[src/rtl/lieat_vwb_ctrl.sv]
`default_nettype none
// ============================================================================
// Module   : lieat_vwb_ctrl
// Brief    : Vector writeback arbiter (VLSU/VALU round-robin onto the regfile
//            group write port) with a pending-write issue scoreboard.
// Revision : 1.0
// ============================================================================
module lieat_vwb_ctrl #(
    parameter int XLEN = 32,
    parameter int GRP  = 8
) (
    input  logic                      clock,
    input  logic                      reset,
    // VLSU writeback requester
    input  logic                      lsu_wb_valid,
    output logic                      lsu_wb_ready,
    input  logic [4:0]                lsu_wb_rd,
    input  logic [GRP*XLEN/8-1:0]     lsu_wb_wmask,
    input  logic [GRP*XLEN-1:0]       lsu_wb_wdata,
    // VALU writeback requester
    input  logic                      alu_wb_valid,
    output logic                      alu_wb_ready,
    input  logic [4:0]                alu_wb_rd,
    input  logic [GRP*XLEN/8-1:0]     alu_wb_wmask,
    input  logic [GRP*XLEN-1:0]       alu_wb_wdata,
    // Register file group write port
    output logic                      vreg_wvalid,
    output logic [4:0]                vreg_rd0,
    output logic [GRP*XLEN/8-1:0]     vreg_wmask,
    output logic [GRP*XLEN-1:0]       vreg_wdata,
    // Issue hazard check
    input  logic                      iss_valid,
    input  logic [4:0]                iss_vd,
    input  logic [4:0]                iss_vs1,
    input  logic [4:0]                iss_vs2,
    input  logic                      iss_use_vs1,
    input  logic                      iss_use_vs2,
    input  logic                      iss_vm,
    input  logic                      iss_wr,
    output logic                      iss_stall,
    output logic [31:0]               pending,
    output logic                      wb_err
);

    localparam int REG_IDX   = 5;
    localparam int RGIDX_NUM = 32;
    localparam int WMASK_W   = GRP * XLEN / 8;
    localparam int WDATA_W   = GRP * XLEN;

    // Membership via modular 5-bit distance, so groups wrap past v31 to v0.
    function automatic logic [RGIDX_NUM-1:0] grp_mask(input logic [REG_IDX-1:0] base);
        logic [REG_IDX-1:0] diff;
        grp_mask = '0;
        for (int k = 0; k < RGIDX_NUM; k++) begin
            diff        = REG_IDX'(k) - base;
            grp_mask[k] = (diff < REG_IDX'(GRP));
        end
    endfunction

    logic                   rr_ptr_q, rr_ptr_d;
    logic                   wvalid_q, wvalid_d;
    logic [REG_IDX-1:0]     rd0_q, rd0_d;
    logic [WMASK_W-1:0]     wmask_q, wmask_d;
    logic [WDATA_W-1:0]     wdata_q, wdata_d;
    logic [RGIDX_NUM-1:0]   pending_q, pending_d;
    logic                   wb_err_q, wb_err_d;

    logic                   lsu_gnt, alu_gnt;
    logic [RGIDX_NUM-1:0]   hazard_mask, set_mask, clr_mask;
    logic                   stall;

    // ---------------- Arbitration ----------------
    always_comb begin
        lsu_gnt  = !reset && lsu_wb_valid && (!alu_wb_valid || !rr_ptr_q);
        alu_gnt  = !reset && alu_wb_valid && (!lsu_wb_valid ||  rr_ptr_q);
        rr_ptr_d = rr_ptr_q;
        if (lsu_gnt) begin
            rr_ptr_d = 1'b1;
        end else if (alu_gnt) begin
            rr_ptr_d = 1'b0;
        end
    end

    // ---------------- Output stage ----------------
    always_comb begin
        wvalid_d = lsu_gnt || alu_gnt;
        rd0_d    = rd0_q;
        wmask_d  = wmask_q;
        wdata_d  = wdata_q;
        if (lsu_gnt) begin
            rd0_d   = lsu_wb_rd;
            wmask_d = lsu_wb_wmask;
            wdata_d = lsu_wb_wdata;
        end else if (alu_gnt) begin
            rd0_d   = alu_wb_rd;
            wmask_d = alu_wb_wmask;
            wdata_d = alu_wb_wdata;
        end
    end

    // ---------------- Scoreboard ----------------
    always_comb begin
        hazard_mask = '0;
        if (iss_use_vs1) hazard_mask = hazard_mask | grp_mask(iss_vs1);
        if (iss_use_vs2) hazard_mask = hazard_mask | grp_mask(iss_vs2);
        if (!iss_vm)     hazard_mask = hazard_mask | RGIDX_NUM'(1);
        if (iss_wr)      hazard_mask = hazard_mask | grp_mask(iss_vd);
        stall    = iss_valid && (|(pending_q & hazard_mask));

        set_mask = (iss_valid && iss_wr && !stall) ? grp_mask(iss_vd) : '0;
        clr_mask = vreg_wvalid ? grp_mask(rd0_q) : '0;
        // Set applied after clear so a same-cycle set of a bit wins.
        pending_d = (pending_q & ~clr_mask) | set_mask;
        wb_err_d  = wb_err_q || (vreg_wvalid && (|(~pending_q & clr_mask)));
    end

    always_ff @(posedge clock) begin
        if (reset) begin
            rr_ptr_q  <= 1'b0;
            wvalid_q  <= 1'b0;
            rd0_q     <= '0;
            wmask_q   <= '0;
            wdata_q   <= '0;
            pending_q <= '0;
            wb_err_q  <= 1'b0;
        end else begin
            rr_ptr_q  <= rr_ptr_d;
            wvalid_q  <= wvalid_d;
            rd0_q     <= rd0_d;
            wmask_q   <= wmask_d;
            wdata_q   <= wdata_d;
            pending_q <= pending_d;
            wb_err_q  <= wb_err_d;
        end
    end

    assign lsu_wb_ready = lsu_gnt;
    assign alu_wb_ready = alu_gnt;
    // An in-flight write is suppressed during the reset cycle itself.
    assign vreg_wvalid  = wvalid_q && !reset;
    assign vreg_rd0     = rd0_q;
    assign vreg_wmask   = wmask_q;
    assign vreg_wdata   = wdata_q;
    assign iss_stall    = stall;
    assign pending      = pending_q;
    assign wb_err       = wb_err_q;

endmodule
`default_nettype wire

[config.mk]
export PLATFORM = sky130hd
export DESIGN_NAME = lieat_vwb_ctrl
export DESIGN_NICKNAME = d
export VERILOG_FILES = /design/src/rtl/lieat_vwb_ctrl.sv
export SDC_FILE = /design/constraint.sdc
export NUM_CORES = 1
export LEC_CHECK = 0
export ABC_AREA = 1
export BUFFER_PORTS_ARGS = -buffer_cell sky130_fd_sc_hd__buf_2
export CORE_AREA = 2 2 370 372
export DETAILED_ROUTE_END_ITERATION = 6
export DIE_AREA = 0 0 372 374
export PLACE_DENSITY = 0.4
export SETUP_SLACK_MARGIN = 0.2
export SLEW_MARGIN = 20
export SYNTH_ARGS = -nofsm -noshare
export SYNTH_HDL_FRONTEND = slang
export SYNTH_SLANG_ARGS = --single-unit
export TNS_END_PERCENT = 20
[constraint.sdc]
create_clock -name clock -period 3 [get_ports clock]
set_clock_uncertainty 0.05 [all_clocks]
set_input_delay 0.6 -clock clock [delete_from_list [all_inputs] [get_ports clock]]
set_output_delay 0.6 -clock clock [all_outputs]
set_load 0.05 [all_outputs]
Yosys cells after proc, flatten, opt, wreduce, memory -nomap -nowiden
Index checks and enable logic that the tools add are counted.
- register bits: 328
- bits in latches: 0
- RAM bits: 0
- ROM bits: 0
- input bits: 610
- output and inout bits: 330
- memories kept: 0
- $add $sub $neg: 128
- multiply operators: 0
- div/mod/pow operators: 0
- magnitude comparators: 128
- equality and inequality tests: 0
- shift operators: 0
- multiplexer cells: 14
- bitwise gates (word level): 8
- reductions and logical operators: 21
- operators with widths (cell ; count):
    $lt 5x4->1 const B ; 128
    $mux 256 ; 2
    $sub 5x5->5 const A ; 64
    $mux 32 ; 7
    $sub 4x5->5 const A ; 32
    $and 32x32->32 ; 3
    $or 32x32->32 ; 3
    $sub 3x5->5 const A ; 16
    $not 32->32 ; 2
    $reduce_or 32->1 ; 2
    $sub 1x5->5 const A ; 8
    $sub 2x5->5 const A ; 8
    $mux 5 ; 2
    $logic_and 1x1->1 ; 9
    $logic_not 1->1 ; 5
    $logic_or 1x1->1 ; 4
    $mux 1 ; 3
    $reduce_bool 2->1 ; 1

Depth between registers and ports, before layout
- depth after elaboration: 15
- depth in mapped cells: 19
- mapped depth without buffers: 16

Worst setup path before layout
OpenSTA, ideal clock, no wires.
- kind: input port to output port
- start point: input port iss_vd[3]
- end point: output port iss_stall
- data arrival time: 3142 ps
- required time: 2350 ps
- path slack: -792 ps
- stages on the path: 18
- cells stage by stage: inv_2 buf_6 ha_1 buf_2 inv_2 nand2_1 nand2_1 nand3_1 nand3_1 nand2_1 nand2_1 nor2_1 nand2_1 nor2_1 nand3_1 nor2_4 buf_6 a21boi_0
- longest elaborated chain between the ends: 7
- ends and longest elaborated chain (what ; RTL line ; RTL):
    from (decl) ; 33 ; input logic [4:0] iss_vd,
    $sub 1x5->5, or another cell as far along ; 55 ; diff = REG_IDX'(k) - base;
    $lt 5x4->1 ; 56 ; grp_mask[k] = (diff < REG_IDX'(GRP));
    $or 32x32->32 * ; 107 ; if (iss_wr) hazard_mask = hazard_mask | grp_mask(iss_vd);
    $mux 32 * ; 107 ;
    $and 32x32->32 * ; 108 ; stall = iss_valid && (|(pending_q & hazard_mask));
    $reduce_or 32->1 * ; 108 ;
    $logic_and 1x1->1 * ; 108 ;
    to (decl) ; 40 ; output logic iss_stall,
Mark *: on every way between the ends. The rest lies on a longest branch, timed or not.

Worst setup path after layout
- start point: input port iss_vs1[3]
- end point: output port iss_stall
- longest elaborated chain between the ends: 11
- ends and longest elaborated chain (what ; RTL line ; RTL):
    from (decl) ; 34 ; input logic [4:0] iss_vs1,
    $sub 1x5->5 ; 55 ;
    $lt 5x4->1 ; 56 ;
    $mux 32 * ; 104 ; if (iss_use_vs1) hazard_mask = hazard_mask | grp_mask(iss_vs1);
    $or 32x32->32 ; 105 ; if (iss_use_vs2) hazard_mask = hazard_mask | grp_mask(iss_vs2);
    $mux 32 * ; 105 ;
    $mux 1 ; 106 ; if (!iss_vm) hazard_mask = hazard_mask | RGIDX_NUM'(1);
    $or 32x32->32 ; 107 ;
    $mux 32 * ; 107 ;
    $and 32x32->32 * ; 108 ;
    $reduce_or 32->1 * ; 108 ;
    $logic_and 1x1->1 * ; 108 ;
Marks and branches as above.

==> impl_metrics.ini <==
[synth]
ys_seq_area_frac = 0.399
synth_largest_area_cell = dfxtp_1
synth.area.top_cells = dfxtp_1, nand2_1, a31oi_1, nand3_1, clkbuf_1
ys_types = 33
synth-seq-cells = 328
synth_cells = 2523
netlist_area_um2 = 16400
synth_warnings = 0
synth_nets = 3151
netlist.area_leader.share = 0.399
syn_avg_cell_area_um2 = 6.52

[hold_path]
hp-start = alu_wb_wdata[110]
hold_path_depth = 3
hold_end = vreg_wdata[110]
worstHoldPathType = in -> reg

[worst_setup_path]
critPathRequiredTime_ns = 2.35
rr_startpoint = vreg_rd0[3]
cpMaxStageDelayCell = nor2_1
arrival_ns = 2.28
critPathMaxStageDelay_ns = 0.20
cp_max_fo = 4
critPathKind = in -> out
startpoint_type = input port
cp_common_cell = nand2_1
r2r_slack_ns = 0.45
worstReg2RegEnd = wb_err
path_cells = buf_4 > buf_6 > buf_4 > nand2_1 > nand2_1 > nor2_1 > nand2_1 > nand3_1 > nand2_1 > nand2_1 > nor2_1 > nand3_2 > nor2_4 > a21boi_4 > buf_8
rr_worst_depth = 11
end_kind = output port

[clock_network]
cts_buffers = 46
htree_levels = 2
cts.sinks = 328
clk_pin_slew_ns = 0.06
cts_hold_buffers = 0
cts_root_buf = clkbuf_16
clock_latency_ns = 0.61
clk_path_buf_depth = 3
cts_tree = built

[die]
rows = 135
fp.dieW_um = 372
core_area_um2 = 135000
io-pin-count = 940
start_util = 0.122
die_y_um = 374
die_area_um2 = 139000

[sta]
max_slew_margin = 0.303
hold_viol_final = 0
tns_ns = 0
worstMarginPinSlew_ns = 1.05
post-route-period-util = 0.977
slew_viol_final = 0
period_minus_slack_ns = 2.93
rsz0062_at_grt = true
fmax_ghz = 0.341
setup_viol = 0

[grt]
grt_max_degree = 149
antenna_found_initial = 41
globalRouteOverflowTotal = 0
grt_usage = 0.164
grt_pass1_wl_um = 162000
grt_pass1_vias = 20800

[pwr]
pwr_density_cell_nw_per_um2 = 551
p_comb_frac = 0.282
intPower_mw = 9.22
power_frac_seq = 0.336
p_clk_frac = 0.382
swShare = 0.371
p_leak_nw = 12.1
p_sw_mw = 5.43
peakVddDrop_uv = 330

[final_layout]
areaGrowthSynthToFinish_pct = 61.7
nFillCells = 15600
drive_gt1_frac = 0.372
fin_area_um2 = 26600
register_area_um2 = 6570
finalNetCount = 4172
multiInputGateArea_um2 = 9270

[place]
io_buffers = 939
placed_area_um2 = 24500
place_congestion = 0.969
post-dp-hpwl_um = 98600

[drt]
first_pass_iters = 5
wl_per_cell_um = 22.3
route.detailed.drc = 0
initialDrtViolationCount = 1391
wirelength_um = 119000
via_per_inst = 4.05
vias = 21700
postRouteAntennaNets = 0

[flow_run]
maxCapViolCount = 0

[status]
status = finished clean
==> layout by cell type, fill, tap and decap left out, types with 7 or more instances in the layout <==
| cell | instances |
|---|---|
| nand2_2 | 41 |
| buf_2 | 928 |
| nor2_1 | 73 |
| o21ai_0 | 13 |
| clkbuf_1 | 11 |
| nor2_2 | 9 |
| xor2_1 | 36 |
| clkbuf_16 | 48 |
| o21ai_1 | 8 |
| a31oi_1 | 293 |
| buf_4 | 176 |
| clkbuf_8 | 8 |
| inv_1 | 55 |
| a21oi_1 | 38 |
| nand4_1 | 40 |
| buf_6 | 12 |
| nand3_2 | 10 |
| nand2_1 | 1199 |
| ha_4 | 10 |
| nor2_4 | 7 |
| buf_12 | 23 |
| dfxtp_1 | 328 |
| nand3_1 | 118 |
| o22ai_1 | 12 |
==> sequential cells by signal (all words and copies together), names as in the netlist <==
register	count
wvalid_q	1
vreg_wdata	256
rr_ptr_q	1
vreg_wmask	32
vreg_rd0	5
pending	32
wb_err	1
==> kinds of logic after synthesis <==
kind of cell	Yosys count	share of synthesized area
compound gates	373	0.137
xor+xnor	38	0.0202
fa+ha+maj	18	0.0137
buf+inv	247	0.0610
flops	328	0.399
simple gates	1519	0.368
==> critical path: cells and delay by family <==
family	cells	cell delay, ns
and+or+nand+nor	10	0.93
buffers and inverters	4	0.57
AOI/OAI and AO/OA	1	0.17
==> cell type report <==
type | count | share of cell area
multi-input cells | 1948 | 0.349
repair buffers | 1146 | 0.250
flip-flops and latches | 328 | 0.247
well taps | 1781 | 0.0838
clock buffers | 67 | 0.0509
inverters | 74 | 0.0127
clock inverters | 13 | 0.00598
diodes | 5 | 0.000471
==> synthesized netlist by cell type <==
library cell,number
a21boi_0,1
a21oi_1,42
a21oi_2,1
a31oi_1,293
and2_1,1
buf_1,8
buf_2,14
buf_4,7
buf_6,4
clkbuf_1,140
clkinv_1,4
dfxtp_1,328
ha_1,18
inv_1,60
inv_2,9
inv_4,1
nand2_1,1241
nand2_2,3
nand3_1,128
nand3b_1,6
nand4_1,40
nor2_1,83
nor2_2,2
nor2_4,4
nor3_1,4
nor4_1,3
o21ai_0,13
o21ai_1,9
o22ai_1,12
o31ai_1,2
or2_2,4
xnor2_1,1
xor2_1,37
==> worst max path at each step <==
stage / startpoint / endpoint / cells past startpoint
2_1_floorplan: iss_vd[3] / iss_stall / 18
3_3_place_gp: iss_vd[3] / iss_stall / 16
3_5_place_dp: iss_vd[3] / iss_stall / 16
4_1_cts: iss_vs2[2] / iss_stall / 17
5_1_grt: iss_vs1[2] / iss_stall / 16
6_report: iss_vs1[3] / iss_stall / 15
==> power by group through the flow <==
stage | registers, mW | logic [mW] | clock network [mW]
final | 4.92 | 4.13 | 5.60
after global routing | 4.95 | 4.41 | 5.98
after CTS | 4.91 | 4.14 | 5.82
after detailed placement | 5.00 | 4.04 | 0
after global placement | 5.00 | 4.05 | 0
after floorplan | 5.94 | 1.26 | 0
==> metrics by stage <==
step / setup WS [ns] / total power [mW] / hold WS, ns / cells / util
6_report: 0.0679 / 14.6 / 0.202 / 5362 / 0.197
5_1_grt: -0.0339 / 15.3 / 0.149 / 5360 / 0.197
4_1_cts: 0.103 / 14.9 / 0.123 / 5353 / 0.196
3_5_place_dp: -0.284 / 9.04 / 0.414 / 5265 / 0.181
3_3_place_gp: -0.303 / 9.04 / 0.410 / 5265 / 0.181
2_1_floorplan: 0.0935 / 7.20 / 0.411 / 2523 / -
==> layer usage <==
metal,GRT usage,up-vias,share of wire
li1,-,10400,-
met1,0.211,10200,0.43
met2,0.253,875,0.44
met3,0.0542,193,0.088
met4,0.0604,50,0.039
met5,0,-,0.0027
==> timing repair <==
item	in CTS	in global routing
resized for setup	117	28
setup buffers	8	4
endpoints found under the hold margin	0	0
cloned	0	0
setup endpoints to repair	1	1
pin swaps	41	21
(Power assumes the default switching activity.)
